## src/rtl/id_ex_pipe_stage.sv

```systemverilog
// Decode-to-execute pipeline register: DEPTH stages of {valid, data, ctrl} with
// flush > stall > advance priority and saturating hazard event counters.
module id_ex_pipe_stage #(
    parameter int DATA_W = 128,
    parameter int CTRL_W = 16,
    parameter int DEPTH  = 1,
    parameter int CNT_W  = 16
) (
    input  logic              clk,
    input  logic              rst_n,
    input  logic              stall_i,
    input  logic              flush_i,
    input  logic              in_valid,
    input  logic [DATA_W-1:0] in_data,
    input  logic [CTRL_W-1:0] in_ctrl,
    output logic              out_valid,
    output logic [DATA_W-1:0] out_data,
    output logic [CTRL_W-1:0] out_ctrl,
    output logic [CNT_W-1:0]  stall_cnt,
    output logic [CNT_W-1:0]  flush_cnt,
    output logic              busy
);

    generate
        if (DEPTH < 1 || DEPTH > 4) begin : g_bad_depth
            $error("id_ex_pipe_stage: DEPTH must be in 1..4");
        end
    endgenerate

    logic [DEPTH-1:0]  r_valid;
    logic [DATA_W-1:0] r_data [DEPTH];
    logic [CTRL_W-1:0] r_ctrl [DEPTH];
    logic [CNT_W-1:0]  r_stall_cnt;
    logic [CNT_W-1:0]  r_flush_cnt;
    logic              w_stall_evt;

    assign w_stall_evt = stall_i & ~flush_i;

    // NOTE: sequential state uses non-blocking assignments so every stage samples
    // its neighbour's pre-edge value; blocking here would collapse the shift chain.
    always_ff @(posedge clk or negedge rst_n) begin
        if (!rst_n) begin
            // NOTE: the stage arrays are tiny flop banks, not RAM, so resetting the
            // payload too is cheap and makes every output read 0 during reset.
            r_valid <= '0;
            for (int k = 0; k < DEPTH; k++) begin
                r_data[k] <= '0;
                r_ctrl[k] <= '0;
            end
        end else if (flush_i) begin
            // Payload is left as-is; only valid and ctrl define a bubble.
            r_valid <= '0;
            for (int k = 0; k < DEPTH; k++) begin
                r_ctrl[k] <= '0;
            end
        end else if (!stall_i) begin
            r_valid[0] <= in_valid;
            r_data[0]  <= in_data;
            r_ctrl[0]  <= in_valid ? in_ctrl : '0;
            for (int k = 1; k < DEPTH; k++) begin
                r_valid[k] <= r_valid[k-1];
                r_data[k]  <= r_data[k-1];
                r_ctrl[k]  <= r_ctrl[k-1];
            end
        end
    end

    always_ff @(posedge clk or negedge rst_n) begin
        if (!rst_n) begin
            r_stall_cnt <= '0;
            r_flush_cnt <= '0;
        end else begin
            if (w_stall_evt && !(&r_stall_cnt)) begin
                r_stall_cnt <= r_stall_cnt + CNT_W'(1);
            end
            if (flush_i && !(&r_flush_cnt)) begin
                r_flush_cnt <= r_flush_cnt + CNT_W'(1);
            end
        end
    end

    assign out_valid = r_valid[DEPTH-1];
    assign out_data  = r_data[DEPTH-1];
    assign out_ctrl  = r_ctrl[DEPTH-1];
    assign stall_cnt = r_stall_cnt;
    assign flush_cnt = r_flush_cnt;
    assign busy      = |r_valid;

endmodule

```

## config.mk

```make
export PLATFORM = sky130hd
export DESIGN_NAME = id_ex_pipe_stage
export DESIGN_NICKNAME = d
export VERILOG_FILES = /design/src/rtl/id_ex_pipe_stage.sv
export SDC_FILE = /design/constraint.sdc
export NUM_CORES = 1
export LEC_CHECK = 0
export CAP_MARGIN = 25
export CORE_AREA = 5 5 144 146
export DETAILED_ROUTE_END_ITERATION = 6
export DIE_AREA = 0 0 149 151
export PLACE_DENSITY_LB_ADDON = 0.15
export SYNTH_ARGS = -nofsm -noshare
export SYNTH_HDL_FRONTEND = slang
export SYNTH_SLANG_ARGS = --single-unit
```

## constraint.sdc

```tcl
create_clock -name clk -period 1.4 [get_ports clk]
set_input_delay 0.14 -clock clk [delete_from_list [all_inputs] [get_ports clk]]
set_output_delay 0.14 -clock clk [all_outputs]
set_load 0.02 [all_outputs]
```

==> results.cfg, run 1 <==
[sta]
max_slew_margin_pct = 73.6
layout_min_cycle_time_ns = 1.49
finClkSkew_ns = 0.0103
rsz0062_at_grt = yes
fin_crit_sh_pct = 106
slew_viol_final = 0
finalHoldViolCount = 0
hold_ws_ns = 0.186
setup_ws_ns = -0.0851
tightest_slew_ns = 0.396
fmax_mhz = 673
setup_viol = 9

[yosys]
syn_inst = 460
synth_most_common_cell = dfrtp_1
syn_nets = 611
synth-async-reset-ratio_pct = 100
syn_area_per_cell_um2 = 15.2
syn_area_um2 = 7000
ys_seq_elements = 177
synthFlopType = dfrtp_1
yosysTopAreaCellShare_pct = 63.3
synth_warnings = 0
synth_edf_count = 0
ys_seq_area_share_pct = 63.3
synth.largest_area_cell = dfrtp_1
synthDistinctLibCells = 43
ys_top_cells_by_count = dfrtp_1, mux2_2, a22o_1
ys_top_cells_by_area = dfrtp_1, mux2_2, a22o_1

[routing]
via_per_inst = 4.67
ant_nets = 0
first_pass_iters = 4
wl_um = 20900
vias = 5284
drc = 0
wl_per_cell_um = 18.5
drt-initial-drc-count = 118

[grt]
grt_max_degree = 45
grt_pass1_vias = 5691
grt_first_pass_wirelength_um = 31800
antenna_found_initial = 1
grt_use_total_pct = 18.2
overflow = 0

[floorplanning]
die_w_um = 149
core_um2 = 19300
initial_utilization_pct = 36.3
io_pins = 327
die_area_um2 = 22500
num_rows = 51
die_y_um = 151

[pwr]
peakVddDrop_mv = 0.865
clockPowerShare_pct = 29.8
intPower_w = 0.0108
p_switching_w = 0.00475
pwr-share-seq_pct = 41.1
switching_share_pct = 30.5
leakage_nw = 5.36
p_comb_share_pct = 29.0
power.density_nw_per_um2 = 1330

[placement]
io_buffers = 326
gp_congestion = 0.785
dp_hpwl_um = 16100

[worst_setup_path]
critPathSlowestCell = dfrtp_2
cp_num_buf_inv = 0
r2r_end = stall_cnt[1]$_DFFE_PN0P_
crit_required_ns = 1.69
cpLargestDelayFamily = flip-flops
r2r_cells = 5
crit_type = reg2reg
crit_chain = ha_4 > and3_4 > nand4_4 > o21a_4 > mux2_4
r2r_slack_ns = -0.09
reg2reg_from = stall_cnt[1]$_DFFE_PN0P_
cp-start-kind = flip-flop
critPathMaxStageDelay_ns = 0.39
crit_fanout = 4
arrival_ns = 1.78
setup.worst_path.end_class = flip-flop

[clock_tree]
numCtsBuffers = 17
clk_path_buf_depth = 2
cts_root_buf = clkbuf_16
insertion_delay_ns = 0.42
cts_tree = yes
clkTransAtPathRegs_ns = 0.07
cts_max_level = 4
clock-sinks = 177

[final_layout]
nNetsFinal = 1005
area_delta_synth_final_pct = 67.2
final_util_pct = 60.7
drive_gt1_share_pct = 36.2

[run]
cap_violations = 0

[status]
outcome = finished, violations left
violations = negative setup slack

[min_path]
hold_class = in2async
-- cells by family (layout without fill, tap and decap cells) --
kind of cell	Yosys count	in the layout	share of synthesized area, %
AND/OR/NAND/NOR	70	70	6.37
XOR/XNOR	21	21	2.63
AO/OA/AOI/OAI	32	32	3.68
buffers and inverters	25	430	2.23
adder cells (fa/ha/maj)	2	2	0.358
multiplexers	133	133	21.4
other	0	1	0
flip-flops	177	177	63.3
-- registers in the layout (all words and copies together) (netlist names) --
| signal | flops |
|---|---|
| stall_cnt | 16 |
| flush_cnt | 16 |
| out_ctrl | 16 |
| out_data | 128 |
| busy | 1 |
-- how the worst max path moves through the flow --
stage                          endpoint                startpoint  slack, ns  cells after the start
2_1_floorplan  stall_cnt[1]$_DFFE_PN0P_  stall_cnt[0]$_DFFE_PN0P_      -0.16                      5
6_report       stall_cnt[1]$_DFFE_PN0P_  stall_cnt[1]$_DFFE_PN0P_      -0.09                      5
4_1_cts                    stall_cnt[1]  stall_cnt[1]$_DFFE_PN0P_      -0.13                      3
3_3_place_gp   out_data[56]$_DFFE_PN0P_                   flush_i      -0.30                      5
5_1_grt        stall_cnt[1]$_DFFE_PN0P_  stall_cnt[1]$_DFFE_PN0P_      -0.12                      5
3_5_place_dp   out_data[52]$_DFFE_PN0P_                   flush_i      -0.35                      5
-- final cells by class --
cell class	instances	area (um^2)
sequential	177	4450
timing repair buffer	398	3680
clock inverter	12	135
fill	1575	7570
tap	265	332
multi-input combinational	258	2650
antenna	1	2.50
inverter	2	7.51
clock buffer	18	439
-- what timing repair did --
item / in CTS / in global routing
hold buffers: 1 / 0
setup buffers: 5 / 7
hold endpoints to repair: 69 / 0
pin swaps: 14 / 19
endpoints found under the setup margin: 199 / 40
gates resized for setup: 261 / 34
-- power groups by stage --
stage | Clock [W] | Combinational, W | Sequential, W
4_1_cts | 0.00479 | 0.00447 | 0.00639
2_1_floorplan | 0 | 0.00107 | 0.00742
3_3_place_gp | 0 | 0.00475 | 0.00645
6_report | 0.00465 | 0.00452 | 0.00640
5_1_grt | 0.00497 | 0.00482 | 0.00652
3_5_place_dp | 0 | 0.00484 | 0.00649
-- per-stage QoR --
stage	setup WS, ns	instances	area (um^2)	power (W)	setup TNS, ns
final	-0.0851	1131	11700	0.0156	-0.194
after global routing	-0.119	1131	11700	0.0163	-1.27
after CTS	-0.130	1123	11600	0.0157	-0.535
after detailed placement	-0.348	1087	11100	0.0113	-51.55
after global placement	-0.302	1087	11100	0.0112	-45.34
after floorplan	-0.157	460	7070	0.00849	-0.500
-- layout by cell type (no fill, tap or decap), types with 4 or more instances in the layout --
cell and n:
buf_12 10, clkbuf_16 17, nor3_4 5, clkdlybuf4s50_1 146, buf_6 10, nand4_1 13
a22o_1 16, dfrtp_2 15, buf_2 18, dlygate4sd2_1 155, dfrtp_1 162, xnor2_1 13
nand3_1 4, mux2_2 128, clkinvlp_4 4, xor2_1 8, buf_4 54, mux2_4 4
nand3_2 4, a21oi_1 5, nand2_1 8
-- routing by layer --
metal | GRT usage (%) | routed length (um)
met1 | 21.9 | 8140
met2 | 31.1 | 10700
met3 | 5.30 | 1520
met4 | 7.09 | 506
met5 | 0 | 0
Power figures use the tool's default switching activity.
==> inputs of run 2 (changes only) <==
GPL_ROUTABILITY_DRIVEN = 1   (was not set)
==> results of run 2 <==
Final layout, timing and power as in run 1 (identical DEF).
